[src/rtl/lcd_pkg.sv]
// Shared definitions for the HD44780 write controller: FSM states, the
// init command ROM and the long-command classifier.
package lcd_pkg;

  // Controller states
  typedef enum logic [2:0] {
    ST_PWRUP = 3'd0,
    ST_SETUP = 3'd1,
    ST_PULSE = 3'd2,
    ST_HOLD  = 3'd3,
    ST_WAIT  = 3'd4,
    ST_IDLE  = 3'd5
  } lcd_state_e;

  // One byte as presented on the LCD bus
  typedef struct packed {
    logic       rs;
    logic [7:0] data;
  } lcd_byte_t;

  localparam logic [7:0] LCD_FUNC_SET = 8'h38;  // 8-bit, 2 lines, 5x8
  localparam logic [7:0] LCD_DISP_ON  = 8'h0C;  // display on, no cursor
  localparam logic [7:0] LCD_CLEAR    = 8'h01;  // clear display
  localparam logic [7:0] LCD_ENTRY    = 8'h06;  // entry mode: increment

  localparam int unsigned INIT_LEN = 4;
  localparam int unsigned IDX_W    = 3;

  // Init ROM lookup; out-of-range indices return 0x00
  function automatic logic [7:0] init_byte(input logic [IDX_W-1:0] idx);
    logic [7:0] b;
    b = 8'h00;
    case (idx)
      IDX_W'(0): b = LCD_FUNC_SET;
      IDX_W'(1): b = LCD_DISP_ON;
      IDX_W'(2): b = LCD_CLEAR;
      IDX_W'(3): b = LCD_ENTRY;
      default:   b = 8'h00;
    endcase
    return b;
  endfunction

  // Clear and return-home need the extra settle time
  function automatic logic is_long_cmd(input logic rs, input logic [7:0] data);
    return !rs && ((data == 8'h01) || (data == 8'h02) || (data == 8'h03));
  endfunction

endpackage

[src/rtl/lcd_hd44780_ctrl.sv]
// HD44780 8-bit write-only controller. Runs the power-up wait and init
// command sequence, then writes single host bytes. All bus timing is paced
// by en_tick.
// Ports:
//   clk, rst       - clock, asynchronous active-low reset
//   en_tick        - one-cycle pacing pulse
//   wr_req/wr_rs/wr_data - host write request, accepted while ready=1
//   ready          - idle and able to accept a write
//   lcd_rs/lcd_rw/lcd_e/lcd_data - LCD pins (lcd_rw tied low)
module lcd_hd44780_ctrl
  import lcd_pkg::*;
#(
  parameter int unsigned POWERUP_TICKS   = 20,
  parameter int unsigned LONG_WAIT_TICKS = 2,
  parameter int unsigned CNT_W           = 5
) (
  input  logic       clk,
  input  logic       rst,
  input  logic       en_tick,
  input  logic       wr_req,
  input  logic       wr_rs,
  input  logic [7:0] wr_data,
  output logic       ready,
  output logic       lcd_rs,
  output logic       lcd_rw,
  output logic       lcd_e,
  output logic [7:0] lcd_data
);

  localparam logic [CNT_W-1:0] PWR_LAST  = CNT_W'(POWERUP_TICKS - 1);
  localparam logic [CNT_W-1:0] WAIT_LAST = CNT_W'(LONG_WAIT_TICKS - 1);
  localparam logic [IDX_W-1:0] INIT_END  = IDX_W'(INIT_LEN);

  lcd_state_e       state_q, state_d;
  logic [CNT_W-1:0] cnt_q, cnt_d;
  logic [IDX_W-1:0] idx_q, idx_d;
  lcd_byte_t        byte_q, byte_d;
  logic             e_d, ready_d;
  logic             exit_now;

  // Next-state and datapath
  always_comb begin
    state_d  = state_q;
    cnt_d    = cnt_q;
    idx_d    = idx_q;
    byte_d   = byte_q;
    exit_now = 1'b0;

    case (state_q)
      ST_PWRUP: begin
        if (en_tick) begin
          if (cnt_q == PWR_LAST) exit_now = 1'b1;
          else                   cnt_d    = cnt_q + CNT_W'(1);
        end
      end
      ST_SETUP: begin
        if (en_tick) state_d = ST_PULSE;
      end
      ST_PULSE: begin
        if (en_tick) state_d = ST_HOLD;
      end
      ST_HOLD: begin
        if (en_tick) begin
          if (is_long_cmd(byte_q.rs, byte_q.data)) begin
            state_d = ST_WAIT;
            cnt_d   = '0;
          end else begin
            exit_now = 1'b1;
          end
        end
      end
      ST_WAIT: begin
        if (en_tick) begin
          if (cnt_q == WAIT_LAST) exit_now = 1'b1;
          else                    cnt_d    = cnt_q + CNT_W'(1);
        end
      end
      ST_IDLE: begin
        // Host acceptance is not paced; the coinciding tick is not counted
        if (wr_req) begin
          state_d     = ST_SETUP;
          byte_d.rs   = wr_rs;
          byte_d.data = wr_data;
        end
      end
      default: state_d = ST_PWRUP;
    endcase

    // Shared exit: next init byte if any remain, otherwise idle.
    // Power-up exit lands here with idx=0, loading the first ROM entry.
    if (exit_now) begin
      cnt_d = '0;
      if (idx_q != INIT_END) begin
        state_d     = ST_SETUP;
        byte_d.rs   = 1'b0;
        byte_d.data = init_byte(idx_q);
        idx_d       = idx_q + IDX_W'(1);
      end else begin
        state_d = ST_IDLE;
      end
    end

    e_d     = (state_d == ST_PULSE);
    ready_d = (state_d == ST_IDLE);
  end

  // State and output registers
  always_ff @(posedge clk or negedge rst) begin
    if (!rst) begin
      state_q <= ST_PWRUP;
      cnt_q   <= '0;
      idx_q   <= '0;
      byte_q  <= '0;
      lcd_e   <= 1'b0;
      ready   <= 1'b0;
    end else begin
      state_q <= state_d;
      cnt_q   <= cnt_d;
      idx_q   <= idx_d;
      byte_q  <= byte_d;
      lcd_e   <= e_d;
      ready   <= ready_d;
    end
  end

  assign lcd_rs   = byte_q.rs;
  assign lcd_data = byte_q.data;
  assign lcd_rw   = 1'b0;

endmodule

[config.mk]
export PLATFORM = sky130hd
export DESIGN_NAME = lcd_hd44780_ctrl
export DESIGN_NICKNAME = d
export VERILOG_FILES = /design/src/rtl/lcd_pkg.sv /design/src/rtl/lcd_hd44780_ctrl.sv
export SDC_FILE = /design/constraint.sdc
export NUM_CORES = 1
export LEC_CHECK = 0
export CAP_MARGIN = 20
export CORE_MARGIN = 2
export CORE_UTILIZATION = 30
export DETAILED_ROUTE_END_ITERATION = 10
export PLACE_DENSITY_LB_ADDON = 0.25
export SKIP_LAST_GASP = 1
export SYNTH_ARGS = -nofsm -noshare
export SYNTH_HDL_FRONTEND = slang
export SYNTH_SLANG_ARGS = --single-unit
export TNS_END_PERCENT = 10
[constraint.sdc]
create_clock -name clk -period 2.35 [get_ports clk]
set_input_delay 0.3525 -clock clk [delete_from_list [all_inputs] [get_ports clk]]
set_output_delay 0.3525 -clock clk [all_outputs]
set_load 0.03 [all_outputs]
==> results.toml <==
[outcome]
status = "finished clean"

[floorplan]
initial_core_util_pct = 31.1
chipWidth_microns = 68.1
dieArea_sq_mm = 0.00464
row_count = 23
core-area_sq_mm = 0.00397
io-pin-count = 25
die_y_microns = 68.1

[layout]
antenna_cells = 0
layout_common_cells = "clkdlybuf4s50_1 (23), dfrtp_1 (22), mux2i_1 (9)"
areaGrowthSynthToFinish_pct = 30.9
stdcell_area_sq_mm = 0.00162
layout_commonest_cell = "clkdlybuf4s50_1"
fin_nets = 168
drive_above_1_share_pct = 12.2

[sta]
rsz0062_at_grt = "no"
fmax_ghz = 0.502
setup_viol_count_final = 0
period_minus_slack_ns = 1.99
setup_slack_ns = 0.359
slew_viol_final = 0
final_hold_viol_count = 0
clock_skew_ns = 0.000940
relSlewSlack_pct = 59.2
worstMarginPinSlew_ns = 0.604
finalCritPeriodShare_pct = 84.7
setup_tns_ns = 0

[synthesis]
ys_seq_area_share_pct = 44.6
synth-seq-cells = 22
synthCells = 119
synth_top_family_by_area = "simple AND/OR/NAND/NOR gates"
synthesis.area_sq_mm = 0.00123
synth-simple-area-share_pct = 20.0
syn-num-nets = 139
yosys-mux-area-fraction_pct = 10.6
yosysWarnings = 0
synth-xor-area-share_pct = 0.710
synth_compound_area_share_pct = 13.5
synth.distinct_cells = 37
synth-adder-area-share_pct = 7.10
avgSynthCellArea_sq_um = 10.4

[worst_setup_path]
r2r-start = "state_q[1]"
path_cells = "and2b_2 -> and4_4 -> nor3_2 -> or4_1 -> o22ai_1"
arrival_ns = 2.18
cp.depth = 5
rr_endpoint = "lcd_data[0]"
ff2ff_path_depth = 5
startpoint = "state_q[1]"
setup.worst_path.end = "lcd_data[0]"
cp-end-kind = "flip-flop"
worst-path-buf-inv = 0
crit_required_ns = 2.54
crit_path_max_incr_delay_ns = 0.63
worst_path_max_delay_cell = "or4_1"
crit_family = "simple AND/OR/NAND/NOR gates"
startpoint_type = "flip-flop"
reg2reg_setup_slack_ns = 0.36
path_class = "reg -> reg"
crit_path_max_fanout = 9

[power]
pwr_density_cell_mw_per_mm2 = 1240
power_frac_clock_pct = 17.8
seqPwrFrac_pct = 36.5
p_switching_mw = 0.814
pwr-share-comb_pct = 45.7
vdd.ir_drop.worst_mv = 0.513
power_mw = 2.01
swShare_pct = 40.6
p_int_mw = 1.19
p_leak_nw = 0.762

[drt]
vias = 1005
antenna_left = 0
drt_iter0_drc = 77
dr.pass1.iters = 4
routedWlPerCell_microns = 14.1
drc_errors = 0
avgViaCountPerCell = 5.10
drt-total-wl_mm = 2.79

[place]
placed_cell_area_sq_mm = 0.00154
portBuffers = 23
gp_congestion = 0.850
pre_cts_slack_ns = 0.368
place_hpwl_mm = 2.03

[flow_run]
drv_cap = 0

[grt]
grt_pass1_wl_mm = 4.75
antenna_found_initial = 0
grt_overflow = 0
grt_max_degree = 23
grt_pass1_vias = 1012
track_usage_pct = 14.1

[clock_tree]
ctsLongestPathBuffers = 2
postCtsHoldBufs = 0
cts_tree = "yes"
cts-root-buf = "clkbuf_8"
clock_latency_ns = 0.27
numCtsBuffers = 3
post-cts-setup-buffers = 0
cts_resized = 0
clk_pin_slew_ns = 0.08
cts_sinks = 22
htree_levels = 1

[min_path]
hp-class = "in -> async"
==> logic make-up (layout without fill, tap and decap cells) <==
group / Yosys count / count (layout)
mux: 12 / 12
fa+ha+maj: 7 / 7
compound gates: 26 / 26
buf+inv: 9 / 37
simple gates: 41 / 41
flops: 22 / 22
xor+xnor: 1 / 1
other cells: 1 / 1
==> worst min path at each step <==
stage,from,end,slack [ns],cells after the start
2_1_floorplan,rst,cnt_q[0],0.06,0
3_3_place_gp,state_q[2],state_q[1],0.52,1
3_5_place_dp,cnt_q[3],cnt_q[3],0.53,1
4_1_cts,rst,lcd_data[3],0.44,2
5_1_grt,rst,lcd_data[5],0.46,2
6_report,rst,cnt_q[0],0.42,2
==> worst reg2reg max path, stage by stage, from the launching register on <==
cell and delay (ns):
dfrtp_1 0.46, and2b_2 0.29, and4_4 0.25, nor3_2 0.07, or4_1 0.63, o22ai_1 0.21
==> power groups by stage <==
stage / combinational, mW / sequential (mW) / clock [mW]
after floorplan: 0.476 / 0.837 / 0
after global placement: 0.914 / 0.725 / 0
after detailed placement: 0.915 / 0.736 / 0
after CTS: 0.927 / 0.729 / 0.366
after global routing: 1.02 / 0.772 / 0.380
final: 0.917 / 0.733 / 0.358
==> Yosys cell counts <==
cell type	n	share of area, %
mux2i_1	9	7.3
mux2_4	2	2.4
nor3_1	2	0.81
nor4b_4	1	1.9
conb_1	1	0.30
nor2_1	8	2.4
nor3_2	1	0.81
mux2_2	1	0.91
a21oi_1	8	3.2
nand2_1	8	2.4
and2b_2	1	0.71
o31ai_1	3	1.8
buf_2	1	0.41
nand3b_1	1	0.61
or3_1	1	0.51
and4_4	1	0.91
nand3_1	5	2.0
buf_4	1	0.61
o211a_1	1	0.81
and3b_1	1	0.71
and2_1	1	0.51
a311o_1	1	0.81
o21ai_1	1	0.41
clkbuf_1	2	0.61
xnor2_1	1	0.71
nand2b_1	3	1.5
dfrtp_1	22	45
o2111a_1	2	1.8
or3b_2	1	0.71
inv_1	5	1.5
o22ai_1	5	2.5
ha_1	7	7.1
or4_1	1	0.61
or2_2	1	0.51
nor4b_1	1	0.71
nor4_1	3	1.5
o21ai_0	5	2.0
==> routing by layer <==
metal	global-route usage, %	vias to the layer above	wire length [microns]
li1	-	488	-
met1	18.9	482	1310
met2	20.6	30	1300
met3	2.63	5	113
met4	9.00	0	66
met5	0	-	0
==> metrics by stage <==
| step | utilization, % | cells | hold WS [ns] |
|---|---|---|---|
| 2_1_floorplan | - | 119 | 0.0569 |
| 3_3_place_gp | 38.9 | 193 | 0.519 |
| 3_5_place_dp | 38.9 | 193 | 0.525 |
| 4_1_cts | 40.7 | 197 | 0.438 |
| 5_1_grt | 40.7 | 197 | 0.460 |
| 6_report | 40.7 | 197 | 0.424 |
==> state kept, by name, indices dropped and copies added, names as in the netlist <==
name	cells
idx_q	3
lcd_rs	1
lcd_e	1
state_q	3
cnt_q	5
lcd_data	8
ready	1
==> layout make-up <==
| type | instances | area, sq um |
|---|---|---|
| clock buffers | 3 | 41.3 |
| clock inverters | 1 | 30.0 |
| fillers | 393 | 2360 |
| inverters | 5 | 18.8 |
| multi-input cells | 88 | 644 |
| flip-flops and latches | 22 | 551 |
| well taps | 50 | 62.6 |
| repair buffers | 28 | 268 |
No activity file was read; power rests on OpenSTA's default activity.
